--- config.mk ---
export PLATFORM = sky130hd
export DESIGN_NAME = p_wff_seq_ctrl
export DESIGN_NICKNAME = d
export VERILOG_FILES = /design/src/rtl/p_wff_seq_ctrl.sv
export SDC_FILE = /design/constraint.sdc
export NUM_CORES = 1
export LEC_CHECK = 0
export ABC_AREA = 1
export BUFFER_PORTS_ARGS = -buffer_cell sky130_fd_sc_hd__buf_2
export CORE_MARGIN = 3
export CORE_UTILIZATION = 55
export CTS_BUF_LIST = sky130_fd_sc_hd__clkbuf_4 sky130_fd_sc_hd__clkbuf_8 sky130_fd_sc_hd__clkbuf_16
export CTS_CLUSTER_DIAMETER = 120
export DETAILED_ROUTE_END_ITERATION = 8
export GPL_ROUTABILITY_DRIVEN = 0
export PLACE_DENSITY = 0.78
export SKIP_CTS_REPAIR_TIMING = 1
export SLEW_MARGIN = 20
export SYNTH_ARGS = -nofsm -noshare
export SYNTH_HDL_FRONTEND = slang
export SYNTH_SLANG_ARGS = --single-unit
--- constraint.sdc ---
create_clock -name clk -period 2.45 [get_ports clk]
set_clock_uncertainty 0.2 [all_clocks]
set_input_delay 0.1225 -clock clk [delete_from_list [all_inputs] [get_ports clk]]
set_output_delay 0.1225 -clock clk [all_outputs]
set_load 0.02 [all_outputs]
--- src/rtl/p_wff_seq_ctrl.sv ---
// Sweep sequencer for the p_wff pipeline: runs node-address sweeps until no flow moves
// or the iteration limit is hit, then sums the negative sink excess words into max_flow.
module p_wff_seq_ctrl #(
  parameter  int X          = 12,
  parameter  int Y          = 12,
  parameter  int Z          = 7,
  parameter  int CNT_LIMIT  = 20,
  parameter  int EX_WIDTH   = 14,
  parameter  int MF_WIDTH   = 22,
  localparam int ADDR_WIDTH = $clog2(X*Y*Z),
  localparam int XY_WIDTH   = $clog2(X*Y) + 1,
  localparam int LAYER_W    = $clog2(Z) + 1,
  localparam int ITER_W     = $clog2(CNT_LIMIT) + 1
) (
  input  logic                  clk,
  input  logic                  n_rst,
  input  logic                  start,
  input  logic [MF_WIDTH-1:0]   init_flow,
  output logic                  node_valid,
  input  logic                  node_ready,
  output logic [ADDR_WIDTH-1:0] node_addr,
  output logic [LAYER_W-1:0]    node_layer,
  input  logic                  push_seen,
  input  logic                  pipe_empty,
  output logic                  sink_rd_en,
  output logic [XY_WIDTH-1:0]   sink_rd_addr,
  input  logic [EX_WIDTH-1:0]   sink_rd_data,
  output logic [ITER_W-1:0]     iter_cnt,
  output logic                  busy,
  output logic [MF_WIDTH-1:0]   max_flow,
  output logic                  finish,
  output logic [2:0]            dbg_state
);

  typedef enum logic [2:0] {
    S_IDLE  = 3'd0,
    S_SWEEP = 3'd1,
    S_WAIT  = 3'd2,
    S_NEXT  = 3'd3,
    S_READ  = 3'd4,
    S_FLUSH = 3'd5,
    S_DONE  = 3'd6
  } state_t;

  localparam logic [ADDR_WIDTH-1:0] LAST_ADDR  = ADDR_WIDTH'(X*Y*Z - 1);
  localparam logic [XY_WIDTH-1:0]   LAST_XY    = XY_WIDTH'(X*Y - 1);
  localparam logic [ITER_W-1:0]     ITER_LIMIT = ITER_W'(CNT_LIMIT);

  state_t                r_state;
  logic                  r_node_valid;
  logic [ADDR_WIDTH-1:0] r_node_addr;
  logic [XY_WIDTH-1:0]   r_xy_cnt;
  logic [LAYER_W-1:0]    r_node_layer;
  logic                  r_changed;
  logic                  r_sink_rd_en;
  logic [XY_WIDTH-1:0]   r_sink_rd_addr;
  logic                  r_rd_pend;
  logic [ITER_W-1:0]     r_iter_cnt;
  logic                  r_busy;
  logic [MF_WIDTH-1:0]   r_acc;
  logic [MF_WIDTH-1:0]   r_max_flow;
  logic                  r_finish;

  logic                  w_hs;
  logic [MF_WIDTH-1:0]   w_ext;
  logic [MF_WIDTH-1:0]   w_acc_next;
  logic [ITER_W-1:0]     w_iter_inc;

  // Node handshake: an address transfers on a cycle where node_valid and node_ready are
  // both high; node_valid never drops and node_addr never changes until that transfer.
  assign w_hs       = r_node_valid & node_ready;
  assign w_ext      = MF_WIDTH'($signed(sink_rd_data));
  assign w_acc_next = (r_rd_pend && sink_rd_data[EX_WIDTH-1]) ? r_acc + w_ext : r_acc;
  assign w_iter_inc = r_iter_cnt + ITER_W'(1);

  always_ff @(posedge clk or negedge n_rst) begin
    if (!n_rst) begin
      r_state        <= S_IDLE;
      r_node_valid   <= 1'b0;
      r_node_addr    <= '0;
      r_xy_cnt       <= '0;
      r_node_layer   <= '0;
      r_changed      <= 1'b0;
      r_sink_rd_en   <= 1'b0;
      r_sink_rd_addr <= '0;
      r_rd_pend      <= 1'b0;
      r_iter_cnt     <= '0;
      r_busy         <= 1'b0;
      r_acc          <= '0;
      r_max_flow     <= '0;
      r_finish       <= 1'b0;
    end else begin
      // Read data returns one cycle after the strobe, so the strobe is delayed to qualify it.
      r_rd_pend <= r_sink_rd_en;
      unique case (r_state)
        S_IDLE: begin
          if (start) begin
            r_state      <= S_SWEEP;
            r_iter_cnt   <= '0;
            r_node_addr  <= '0;
            r_xy_cnt     <= '0;
            r_node_layer <= '0;
            r_acc        <= init_flow;
            r_changed    <= 1'b0;
            r_node_valid <= 1'b1;
            r_busy       <= 1'b1;
          end
        end
        S_SWEEP: begin
          if (push_seen) r_changed <= 1'b1;
          if (w_hs) begin
            if (r_node_addr == LAST_ADDR) begin
              r_node_valid <= 1'b0;
              r_state      <= S_WAIT;
            end else begin
              r_node_addr <= r_node_addr + ADDR_WIDTH'(1);
              // Layer tracked by a wrapping in-layer counter instead of dividing the address.
              if (r_xy_cnt == LAST_XY) begin
                r_xy_cnt     <= '0;
                r_node_layer <= r_node_layer + LAYER_W'(1);
              end else begin
                r_xy_cnt <= r_xy_cnt + XY_WIDTH'(1);
              end
            end
          end
        end
        S_WAIT: begin
          if (push_seen) r_changed <= 1'b1;
          if (pipe_empty) r_state <= S_NEXT;
        end
        S_NEXT: begin
          r_iter_cnt <= w_iter_inc;
          if (w_iter_inc == ITER_LIMIT || !r_changed) begin
            r_state        <= S_READ;
            r_sink_rd_en   <= 1'b1;
            r_sink_rd_addr <= '0;
          end else begin
            r_state      <= S_SWEEP;
            r_node_valid <= 1'b1;
            r_node_addr  <= '0;
            r_xy_cnt     <= '0;
            r_node_layer <= '0;
            r_changed    <= 1'b0;
          end
        end
        S_READ: begin
          r_acc <= w_acc_next;
          if (r_sink_rd_addr == LAST_XY) begin
            r_sink_rd_en <= 1'b0;
            r_state      <= S_FLUSH;
          end else begin
            r_sink_rd_addr <= r_sink_rd_addr + XY_WIDTH'(1);
          end
        end
        S_FLUSH: begin
          r_acc      <= w_acc_next;
          r_max_flow <= w_acc_next;
          r_finish   <= 1'b1;
          r_busy     <= 1'b0;
          r_state    <= S_DONE;
        end
        S_DONE: begin
          if (!start) begin
            r_finish <= 1'b0;
            r_state  <= S_IDLE;
          end
        end
        default: r_state <= S_IDLE;
      endcase
    end
  end

  assign node_valid   = r_node_valid;
  assign node_addr    = r_node_addr;
  assign node_layer   = r_node_layer;
  assign sink_rd_en   = r_sink_rd_en;
  assign sink_rd_addr = r_sink_rd_addr;
  assign iter_cnt     = r_iter_cnt;
  assign busy         = r_busy;
  assign max_flow     = r_max_flow;
  assign finish       = r_finish;
  assign dbg_state    = r_state;

endmodule

Word level (Yosys, flattened, before mapping)
Index checks and enable logic that the tools add are counted.
Cells by class
  reduce and logical (&&, ||, !) cells: 24
  bitwise gates (word level): 1
  multiplexer cells: 48
  add/sub/neg operators: 6
  equal/unequal tests: 22
Operators with widths (count)
  9-bit 2-to-1 mux: 7
  22-bit 2-to-1 mux: 2
  22-bit one-hot mux with 2 select lines: 1
  10-bit 2-to-1 mux: 4
  10-bit one-hot mux with 3 select lines: 1
  9-bit one-hot mux with 3 select lines: 1
  22-bit adder: 1
  2-bit inequality test (second input constant): 11
  3-bit 2-to-1 mux: 7
  3-bit one-hot mux with 7 select lines: 1
  4-bit 2-to-1 mux: 5
  9-bit by 1-bit adder with 9-bit output (second input constant): 2
  9-bit by 8-bit equality test with 1-bit output (second input constant): 2
  9-bit one-hot mux with 2 select lines: 1
  4-bit one-hot mux with 3 select lines: 1
  6-bit one-hot mux with 2 select lines: 1
  6-bit AND reduction: 2
  10-bit by 1-bit adder with 10-bit output (second input constant): 1
  10-bit equality test (second input constant): 1
  1-bit 2-to-1 mux: 10
  5-bit AND reduction: 2
  2-bit nonzero test: 5
  3-bit equality test (second input constant): 3
  2-bit AND reduction: 4
  other kinds (18): 25
Word-level totals
  word-level logic and storage cells: 115
  output and inout bits: 58
  input bits: 42
  register bits after elaboration: 91

Longest topological paths before layout
Gate-level depths: netlist of run 1.
  word-level depth: 5
  gate-level depth with buffers: 14
  mapped depth without buffers: 14

Least setup slack after synthesis of run 1
Ideal clock, no wire load.
  path kind: flip-flop to flip-flop
  start: register r_acc[0]
  end: register r_max_flow[12], in the netlist max_flow[12]
  arrival time: 1.786 ns
  required time: 2.133 ns
  setup slack: 0.347 ns
  setup time: 0.117 ns
  clock period less this slack: 2.103 ns
  path buffers: 0
  cell stages (with the launch flop): 13
  cell sequence: dfrtp_1 > ha_1 > fa_1 > nand3_1 > nand3_1 > nand2_1 > nand3_1 > nand2_1 > nand3b_1 > nand3_1 > nand2_1 > nand2_1 > nand2_1
Between the ends
  cells in the longest elaborated chain, start to end: 2
RTL lines
  from (decl): RTL line 60  | logic [MF_WIDTH-1:0] r_acc;
  from (signal assigned): RTL line 103  | r_acc <= init_flow;
  from (signal assigned): RTL line 147  | r_acc <= w_acc_next;
  from (signal assigned): RTL line 156  | r_acc <= w_acc_next;
  22-bit adder: RTL line 73  | assign w_acc_next = (r_rd_pend && sink_rd_data[EX_WIDTH-1]) ? r_acc + w_ext : r_acc;
  22-bit 2-to-1 mux: RTL line 73
  to (signal assigned): RTL line 157  | r_max_flow <= w_acc_next;
  to (decl): RTL line 61  | logic [MF_WIDTH-1:0] r_max_flow;
Every way passes these cells.
A chain may end at the register's enable or synchronous reset.

Worst setup path in the final report of run 1
Same ends and word-level chain as after synthesis.

==> flow_metrics.tcl, run 1 <==
set metrics [dict create \
    vias 6033 \
    nets 1063 \
    fmax_mhz 437 \
    clockRootBuffer "clkbuf_8" \
    ant_nets 0 \
    p_int_uw 4210 \
    crit_fanout 4 \
    critPathKind "flip-flop to flip-flop" \
    grt_overflow_total 0 \
    die_w_um 112 \
    core_mm2 0.0106 \
    routedWlPerCell_um 14.5 \
    min_path_type "input pin to flip-flop" \
    routed-wl-met2_um 7790 \
    clk_pin_slew_ps 110 \
    multi_input_area_mm2 0.00332 \
    drc 0 \
    async_reset_ff_share_pct 100 \
    endpoint_kind "flip-flop" \
    placementRows 37 \
    wl_met1_um 7250 \
    critPathArrivalTime_ps 2340 \
    total_power_uw 8460 \
    vdd_drop_max_uv 864 \
    slowest_delay_ps 410 \
    wirelength_um 16400 \
    dpl.hpwl_um 11900 \
    synth_top_area_share_pct 37.0 \
    swShare_pct 50.2 \
    relSlewSlack_pct 39.2 \
    htree_levels 3 \
    area_growth_pct 18.1 \
    drive_above_1_share_pct 17.1 \
    io_pins 100 \
    cpMostUsedCell "nand2_1" \
    grt_max_degree 56 \
    cts_made_buffers 9 \
    n_fill_cell 939 \
    yosys_register_bits 91 \
    drtIter0Drc 366 \
    p_comb_share_pct 57.1 \
    clk_path_buf_depth 2 \
    violations "negative hold slack" \
    leakagePower_uw 0.00388 \
    synth_area_mm2 0.00615 \
    switching_power_uw 4250 \
    grt_pass1_wl_um 27200 \
    regArea_mm2 0.00228 \
    syn_inst 869 \
    status "complete, but fails checks" \
    grt_pass1_vias 5831 \
    yosysSeqAreaShare_pct 37.0 \
    viasPerCell 5.32 \
    period_share_pct 93.4 \
    start_util_pct 58.0 \
    synth_nets 938 \
    antenna_found_initial 0 \
    synth_warnings 0 \
    drt-pass1-iter-count 5 \
    synth_edf_count 0 \
    clkPwrFrac_pct 13.6 \
    synthTopCellsByArea "dfrtp_1 37%, nand2_1 17%, nand3_1 6.9%, inv_1 6.5%, ha_1 5.3%" \
    clock_latency_ps 370 \
    finalCriticalPeriod_ps 2290 \
    dieArea_mm2 0.0125 \
    maxSlewViolCount 0 \
    synth_common_cells "276 x nand2_1, 107 x inv_1, 91 x dfrtp_1" \
    worst_pin_slew_ps 911 \
    hold_viol_final 1 \
    met3WireLength_um 1130 \
    n_antenna_cell 0 \
    avgSynthCellArea_um2 7.08 \
    io_buffers 99 \
    cts_tree "done" \
    whs_ps -1.67 \
    maxUsedRoutingLayer "met4" \
    start_kind "flip-flop" \
    p_per_area_mw_per_mm2 1160 \
    crit_required_ps 2500 \
    cts_sinks 91 \
    synth_top_area_cell "dfrtp_1" \
    die_y_um 112 \
    setup_violations 0 \
    max_cap_viol_count 0 \
    slowest_stage "dfrtp_1" \
    ys_types 46 \
    grt_util_all_layers_pct 26.1 \
    post-route-util_pct 68.5 \
    seq_power_share_pct 29.2 \
    synth.most_common_cell "nand2_1" \
    synth_ff_type "dfrtp_1" \
    path_cells "ha_1 > fa_2 > nand3_1 > nand3_2 > nand2_1 > nand3_1 > nand2_1 > nand3b_1 > nand3_1 > nand2_1 > nand2_1 > nand2_1" \
]
[final timing paths]
kind                                  from       endpoint  slack (ps)  depth (start not counted)
worst max-delay path              r_acc[0]   max_flow[12]         160                         12
worst min-delay path            node_ready   dbg_state[0]          -2                          6
worst max register to register    r_acc[0]   max_flow[12]         160                         12
worst min register to register  sink_rd_en      r_rd_pend         250                          0
max in group asynchronous            n_rst  node_layer[3]        1310                          3
min in group asynchronous            n_rst    max_flow[5]          50                          2
[power by group through the flow]
| stage | registers [µW] | logic, µW | clock network, µW |
|---|---|---|---|
| final | 2470 | 4830 | 1150 |
| after detailed placement | 2490 | 4720 | 0 |
| after global placement | 2480 | 4640 | 0 |
| after CTS | 2460 | 4750 | 1170 |
| after floorplan | 2710 | 3300 | 0 |
| after global routing | 2540 | 5450 | 1230 |
[state kept, by name, indices dropped and copies added (netlist names)]
signal and flops:
r_acc 22, max_flow 22, finish 1, node_addr 10, sink_rd_en 1, r_xy_cnt 9
node_layer 4, iter_cnt 6, r_changed 1, node_valid 1, r_rd_pend 1, sink_rd_addr 9
busy 1, dbg_state 3
[metrics by stage]
step	setup TNS (ps)	cell area (µm²)	setup WS (ps)	cells
finish	0	7270	162	1135
global route	-26.7	7270	-19.7	1135
CTS	0	7010	90.2	1110
detailed placement	0	6790	125	1094
global placement	0	6790	168	1094
floorplan	0	6150	347	869
[cells by family (layout without fill, tap and decap cells)]
| family | after synthesis | in the layout | share of synthesized area, % |
|---|---|---|---|
| AO/OA/AOI/OAI | 107 | 107 | 10.3 |
| XOR/XNOR | 28 | 28 | 3.99 |
| adder cells (fa/ha/maj) | 27 | 27 | 5.61 |
| buffers and inverters | 136 | 266 | 9.19 |
| flip-flops | 91 | 91 | 37.0 |
| AND/OR/NAND/NOR | 480 | 480 | 33.9 |
[area by class of cell]
class                           instances  area share (%)
Multi-Input combinational cell        642            45.7
Sequential cell                        91            31.3
Timing Repair Buffer                  136            11.7
Inverter                              114            5.92
Tap cell                              136            2.34
Clock buffer                            9            1.70
Clock inverter                          7            1.33
[routing by layer]
layer	track usage [%]	vias to the layer above
li1	-	3044
met1	35.0	2784
met2	43.2	182
met3	4.95	23
met4	7.46	0
met5	0	-
[cells in the final DEF (no fill, tap or decap), types with 2 or more instances in the layout]
cell	count
ha_1	26
dfrtp_1	91
nor4_1	2
o31ai_1	2
or2_2	4
o21bai_1	3
a21oi_1	31
o22ai_1	5
nor2_1	64
buf_2	98
nand2_2	9
nand3b_1	5
nand4_1	8
buf_4	12
inv_2	5
nand3_2	6
nand3_1	84
inv_6	3
clkbuf_8	9
o21ai_0	34
o21ai_2	8
nor3_1	11
nand2_1	276
o21ai_1	8
nor2_2	4
dlygate4sd3_1	25
xor2_1	19
inv_1	107
xnor2_1	9
clkinv_2	2
bufinv_16	2
o211ai_1	11
[worst max-delay path: cells and delay by family, from the launching register on]
kind                       cells  cell delay [ps]
adders and majority gates      2              650
and+or+nand+nor               10              910
DFF                            1              410
Power figures use the tool's default switching activity.
==> run 2: changes to the inputs <==
Settings changed: CORE_ASPECT_RATIO set to 0.7.
==> run 2 against run 1 <==
Compared with the run above:
- the run still ends with negative hold slack left
- sequential power about the same
- sequential cell count stayed put
- via count up 1.5%
- cell area rose by 1.4%
- sequential share of layout area is 0.42 points lower
- global-route usage grew 1.6 points
- total power grew 3.7%
- non-clock buffer count grew 2
- critical endpoint is now r_acc[12]
- highest routed layer unchanged
==> flow_metrics.tcl, run 2 (synthesis gave the netlist of run 1 again) <==
set metrics [dict create \
    grt_pass1_wl_um 27600 \
    io_pins 100 \
    worst-path-stages 12 \
    start_kind "flip-flop" \
    ff2ff_path_depth 12 \
    cpMostUsedCell "nand2_1" \
    dieArea_mm2 0.0125 \
    p_per_area_mw_per_mm2 1190 \
    multi_input_area_mm2 0.00332 \
    placementRows 31 \
    ant_nets 0 \
    dp.cells 1110 \
    crit_fanout 4 \
    clockRootBuffer "clkbuf_16" \
    nets 1065 \
    use_met2_pct 39.1 \
    period_share_pct 92.8 \
    clk_pin_slew_ps 70 \
    worst_pin_slew_ps 643 \
    r2r_slack_ps 180 \
    crit_required_ps 2480 \
    grt.busiest_layer "met1" \
    slowest_delay_ps 390 \
    n_antenna_cell 0 \
    path_cells "ha_1 > fa_2 > nand3_1 > nand3_2 > nand2_1 > nand3_2 > nand2_1 > nand3b_1 > nand3_1 > nand2_1 > nand2_1 > nand2_1" \
    drt-pass1-iter-count 5 \
    finalCriticalPeriod_ps 2270 \
    setup_violations 0 \
    area_growth_pct 19.8 \
    holdPathStages 5 \
    critPathArrivalTime_ps 2310 \
    leakagePower_uw 0.00393 \
    n_fill_cell 933 \
    final_common_cell "nand2_1" \
    gr-usage-met1_pct 42.8 \
    clock_latency_ps 350 \
    max_cap_viol_count 0 \
    post-place-ws_ps 104 \
    core_mm2 0.0106 \
    wirelength_um 17300 \
    viasPerCell 5.33 \
    setup_slack_ps 176 \
    die_y_um 94.5 \
    cts_sinks 91 \
    vdd_drop_max_uv 677 \
    routedWlPerCell_um 15.1 \
    layoutNonFillerInstCount 1149 \
    vias 6124 \
    grt_overflow_total 0 \
    rsz0062_at_grt "no" \
    setup_tns_ps 0 \
    slowest_stage "dfrtp_1" \
    drc 0 \
    grt_use_met3_pct 5.54 \
    violations "negative hold slack" \
    hold_viol_final 2 \
    crit_family "simple AND/OR/NAND/NOR gates" \
    clk_path_buf_depth 2 \
    maxSlewViolCount 0 \
    drtIter0Drc 473 \
    whs_ps -66.5 \
    status "complete, but fails checks" \
    antenna_found_initial 0 \
    grt_pass1_vias 5516 \
    htree_levels 3 \
    critPathKind "flip-flop to flip-flop" \
    crit_buf_inv 0 \
    fmax_mhz 440 \
    drive_above_1_share_pct 17.8 \
    dpl.hpwl_um 12900 \
    cts_made_buffers 9 \
    cts_tree "done" \
    endpoint_kind "flip-flop" \
    min_path_type "input pin to flip-flop" \
    die_w_um 132 \
    start_util_pct 57.9 \
    grt_max_degree 48 \
    layout_common_cells "275 x nand2_1, 107 x inv_1, 98 x buf_2, 90 x dfrtp_1, 83 x nand3_1" \
    relSlewSlack_pct 56.9 \
    regArea_mm2 0.00228 \
    grt_util_all_layers_pct 27.7 \
    io_buffers 99 \
]
[run 2: cell count changes in the layout (fill, tap and decap cells not counted), moves of 2 or more]
cell	change
clkbuf_4	+2
dlygate4sd3_1	-2
inv_6	-3
clkinv_4	+2
clkbuf_8	-7
bufinv_16	-2
buf_4	+4
clkbuf_16	+9
[run 2: worst paths after layout]
check / endpoint / from
setup / recovery: r_acc[12] / r_acc[0]
hold / removal: r_acc[16] / init_flow[16]
setup reg to reg: r_acc[12] / r_acc[0]
hold reg to reg: r_rd_pend / sink_rd_en
max in group asynchronous: r_xy_cnt[7] / n_rst
min in group asynchronous: r_acc[19] / n_rst
[run 2: metal layers]
layer  wire, µm  vias to the layer above
met5          0                        -
met4        263                        0
met3       1360                       24
met2       6970                      239
met1       8730                     2813
li1           -                     3048
[run 2: stage by stage]
stage | total power (µW) | cell area (µm²) | utilization (%)
after floorplan | 6010 | 6150 | -
after global placement | 7190 | 6830 | 64.3
after detailed placement | 7290 | 6830 | 64.3
after CTS | 8680 | 7120 | 67.0
after global routing | 9510 | 7370 | 69.3
final | 8780 | 7370 | 69.3
[run 2: worst register-to-register path, stage by stage (launching register included)]
cell and delay (ps):
dfrtp_1 390, ha_1 240, fa_2 380, nand3_1 110
nand3_2 140, nand2_1 110, nand3_2 110, nand2_1 100
nand3b_1 80, nand3_1 90, nand2_1 100, nand2_1 70
nand2_1 40
[run 2: cell type report]
type                            count  share of cell area [%]
Inverter                          114                    5.84
Clock buffer                       13                    3.63
Timing Repair Buffer              138                    11.7
Clock inverter                      3                   0.306
Tap cell                          148                    2.51
Multi-Input combinational cell    642                    45.1
Sequential cell                    91                    30.9
[run 2: power by group]
part	switching [µW]	internal (µW)	total [µW]
Clock	584	768	1350
Combinational	3310	1630	4950
Sequential	457	2020	2480
==> run 3: changes to the inputs <==
Settings changed: CORE_MARGIN 3 to unset.
==> run 3 against run 2 <==
Compared with the run above:
- the flow still finishes with violations (negative hold slack)
- worst hold slack better by 44 ps
- die area is 7.1% lower
- clock power hardly changed
- via count is 0.93% higher
==> flow_metrics.tcl, run 3 (synthesis gave the netlist of run 1 again) <==
set metrics [dict create \
    routed-wl-met2_um 6740 \
    critPathKind "flip-flop to flip-flop" \
    start_kind "flip-flop" \
    clk_path_buf_depth 2 \
    slowest_delay_ps 380 \
    crit_fanout 3 \
    htree_levels 3 \
    ff2ff_path_depth 10 \
    status "complete, but fails checks" \
    final_common_cell "nand2_1" \
    ant_nets 0 \
    n_fill_cell 918 \
    whs_ps -22.9 \
    switching_power_uw 4380 \
    vias 6181 \
    seq_power_share_pct 28.0 \
    relSlewSlack_pct 56.8 \
    wl_met1_um 8530 \
    clockRootBuffer "clkbuf_16" \
    drive_above_1_share_pct 17.6 \
    antenna_found_initial 0 \
    post-place-ws_ps 190 \
    clock_latency_ps 350 \
    dpl.hpwl_um 12400 \
    viasPerCell 5.37 \
    core_mm2 0.0106 \
    clk_pin_slew_ps 70 \
    holdPathStages 6 \
    min_path_type "input pin to flip-flop" \
    cts_tree "done" \
    layoutNonFillerInstCount 1150 \
    setup_slack_ps 188 \
    layout_common_cells "276 x nand2_1, 107 x inv_1, 98 x buf_2, 91 x dfrtp_1, 84 x nand3_1" \
    violations "negative hold slack" \
    met3WireLength_um 1490 \
    grt_max_degree 70 \
    drtIter0Drc 550 \
    critPathArrivalTime_ps 2290 \
    start_util_pct 58.1 \
    grt_overflow_total 0 \
    crit_required_ps 2480 \
    hold_viol_final 1 \
    maxSlewViolCount 0 \
    regArea_mm2 0.00228 \
    endpoint_kind "flip-flop" \
    cpMostUsedCell "nor2_1" \
    area_growth_pct 19.7 \
    grt_util_all_layers_pct 30.8 \
    dpl-instance-area_mm2 0.00685 \
    slowest_stage "dfrtp_1" \
    worst_pin_slew_ps 644 \
    grt_pass1_wl_um 28000 \
    io_buffers 99 \
    die_w_um 128 \
    vdd_drop_max_uv 840 \
    swShare_pct 49.7 \
    path_cells "ha_1 > nand2_1 > nor2_1 > inv_1 > nor2_1 > o21ai_1 > nor2_1 > nand3_1 > o21ai_0 > nand2_1" \
    dp.cells 1112 \
    maxUsedRoutingLayer "met4" \
    p_per_area_mw_per_mm2 1200 \
    n_antenna_cell 0 \
    final_area_mm2 0.00737 \
    p_int_uw 4440 \
    placementRows 31 \
    nets 1067 \
    grt_pass1_vias 5485 \
    finalCriticalPeriod_ps 2260 \
    fmax_mhz 442 \
    die_y_um 90.5 \
    setup_violations 0 \
    multi_input_area_mm2 0.00332 \
    routedWlPerCell_um 14.8 \
    dieArea_mm2 0.0116 \
    wirelength_um 17000 \
    p_comb_share_pct 56.7 \
    period_share_pct 92.3 \
    drc 0 \
    cts_sinks 91 \
    io_pins 100 \
    leakagePower_uw 0.00393 \
    cts_made_buffers 9 \
    setup_tns_ps 0 \
    max_cap_viol_count 0 \
    clkPwrFrac_pct 15.3 \
    drt-pass1-iter-count 7 \
]
-- run 3: changes by cell type in the layout (fill, tap and decap cells not counted) --
| cell | before | now |
|---|---|---|
| nand3_1 | 83 | 84 |
| buf_4 | 16 | 18 |
| inv_6 | 0 | 1 |
| dfrtp_1 | 90 | 91 |
| dfrtp_2 | 1 | 0 |
| nand2_1 | 275 | 276 |
| nand2_2 | 10 | 9 |
| clkinvlp_4 | 0 | 1 |
| clkinv_4 | 2 | 0 |
| nand3_2 | 7 | 6 |
| clkbuf_4 | 2 | 1 |
-- run 3: worst paths after layout --
kind / startpoint / endpoint / slack [ps]
worst max-delay path: node_addr[0] / dbg_state[2] / 190
worst min-delay path: node_ready / dbg_state[0] / -20
worst max register to register: node_addr[0] / dbg_state[2] / 190
worst min register to register: sink_rd_en / r_rd_pend / 240
max in group asynchronous: n_rst / sink_rd_addr[7] / 1380
min in group asynchronous: n_rst / max_flow[13] / 10
-- run 3: layout make-up --
cell class	count	area share, %
clock buffer	12	3.53
multi-input combinational	642	45.0
clock inverter	3	0.289
inverter	114	5.84
tap	148	2.51
timing repair buffer	140	11.9
sequential	91	30.9
-- run 3: stage by stage --
| step | util [%] | power [µW] |
|---|---|---|
| 2_1_floorplan | - | 6010 |
| 3_3_place_gp | 64.7 | 7260 |
| 3_5_place_dp | 64.7 | 7320 |
| 4_1_cts | 67.3 | 8700 |
| 5_1_grt | 69.6 | 9540 |
| 6_report | 69.6 | 8820 |
-- run 3: power by group through the flow --
stage	Clock, µW	Sequential, µW	Combinational, µW
after floorplan	0	2710	3300
final	1350	2470	5000
after detailed placement	0	2470	4850
after global placement	0	2470	4790
after global routing	1420	2540	5580
after CTS	1360	2450	4890
-- run 3: layer usage --
metal,vias up,global-route usage (%)
met5,-,0
met4,0,7.25
met3,19,5.75
met2,273,41.4
met1,2839,49.9
li1,3050,-
-- run 3: critical path: cells and delay by family, from the launching register on --
kind / cells / cell delay, ps
compound gates: 2 / 310
fa+ha+maj: 1 / 200
buf+inv: 1 / 110
flops: 1 / 380
simple gates: 6 / 930
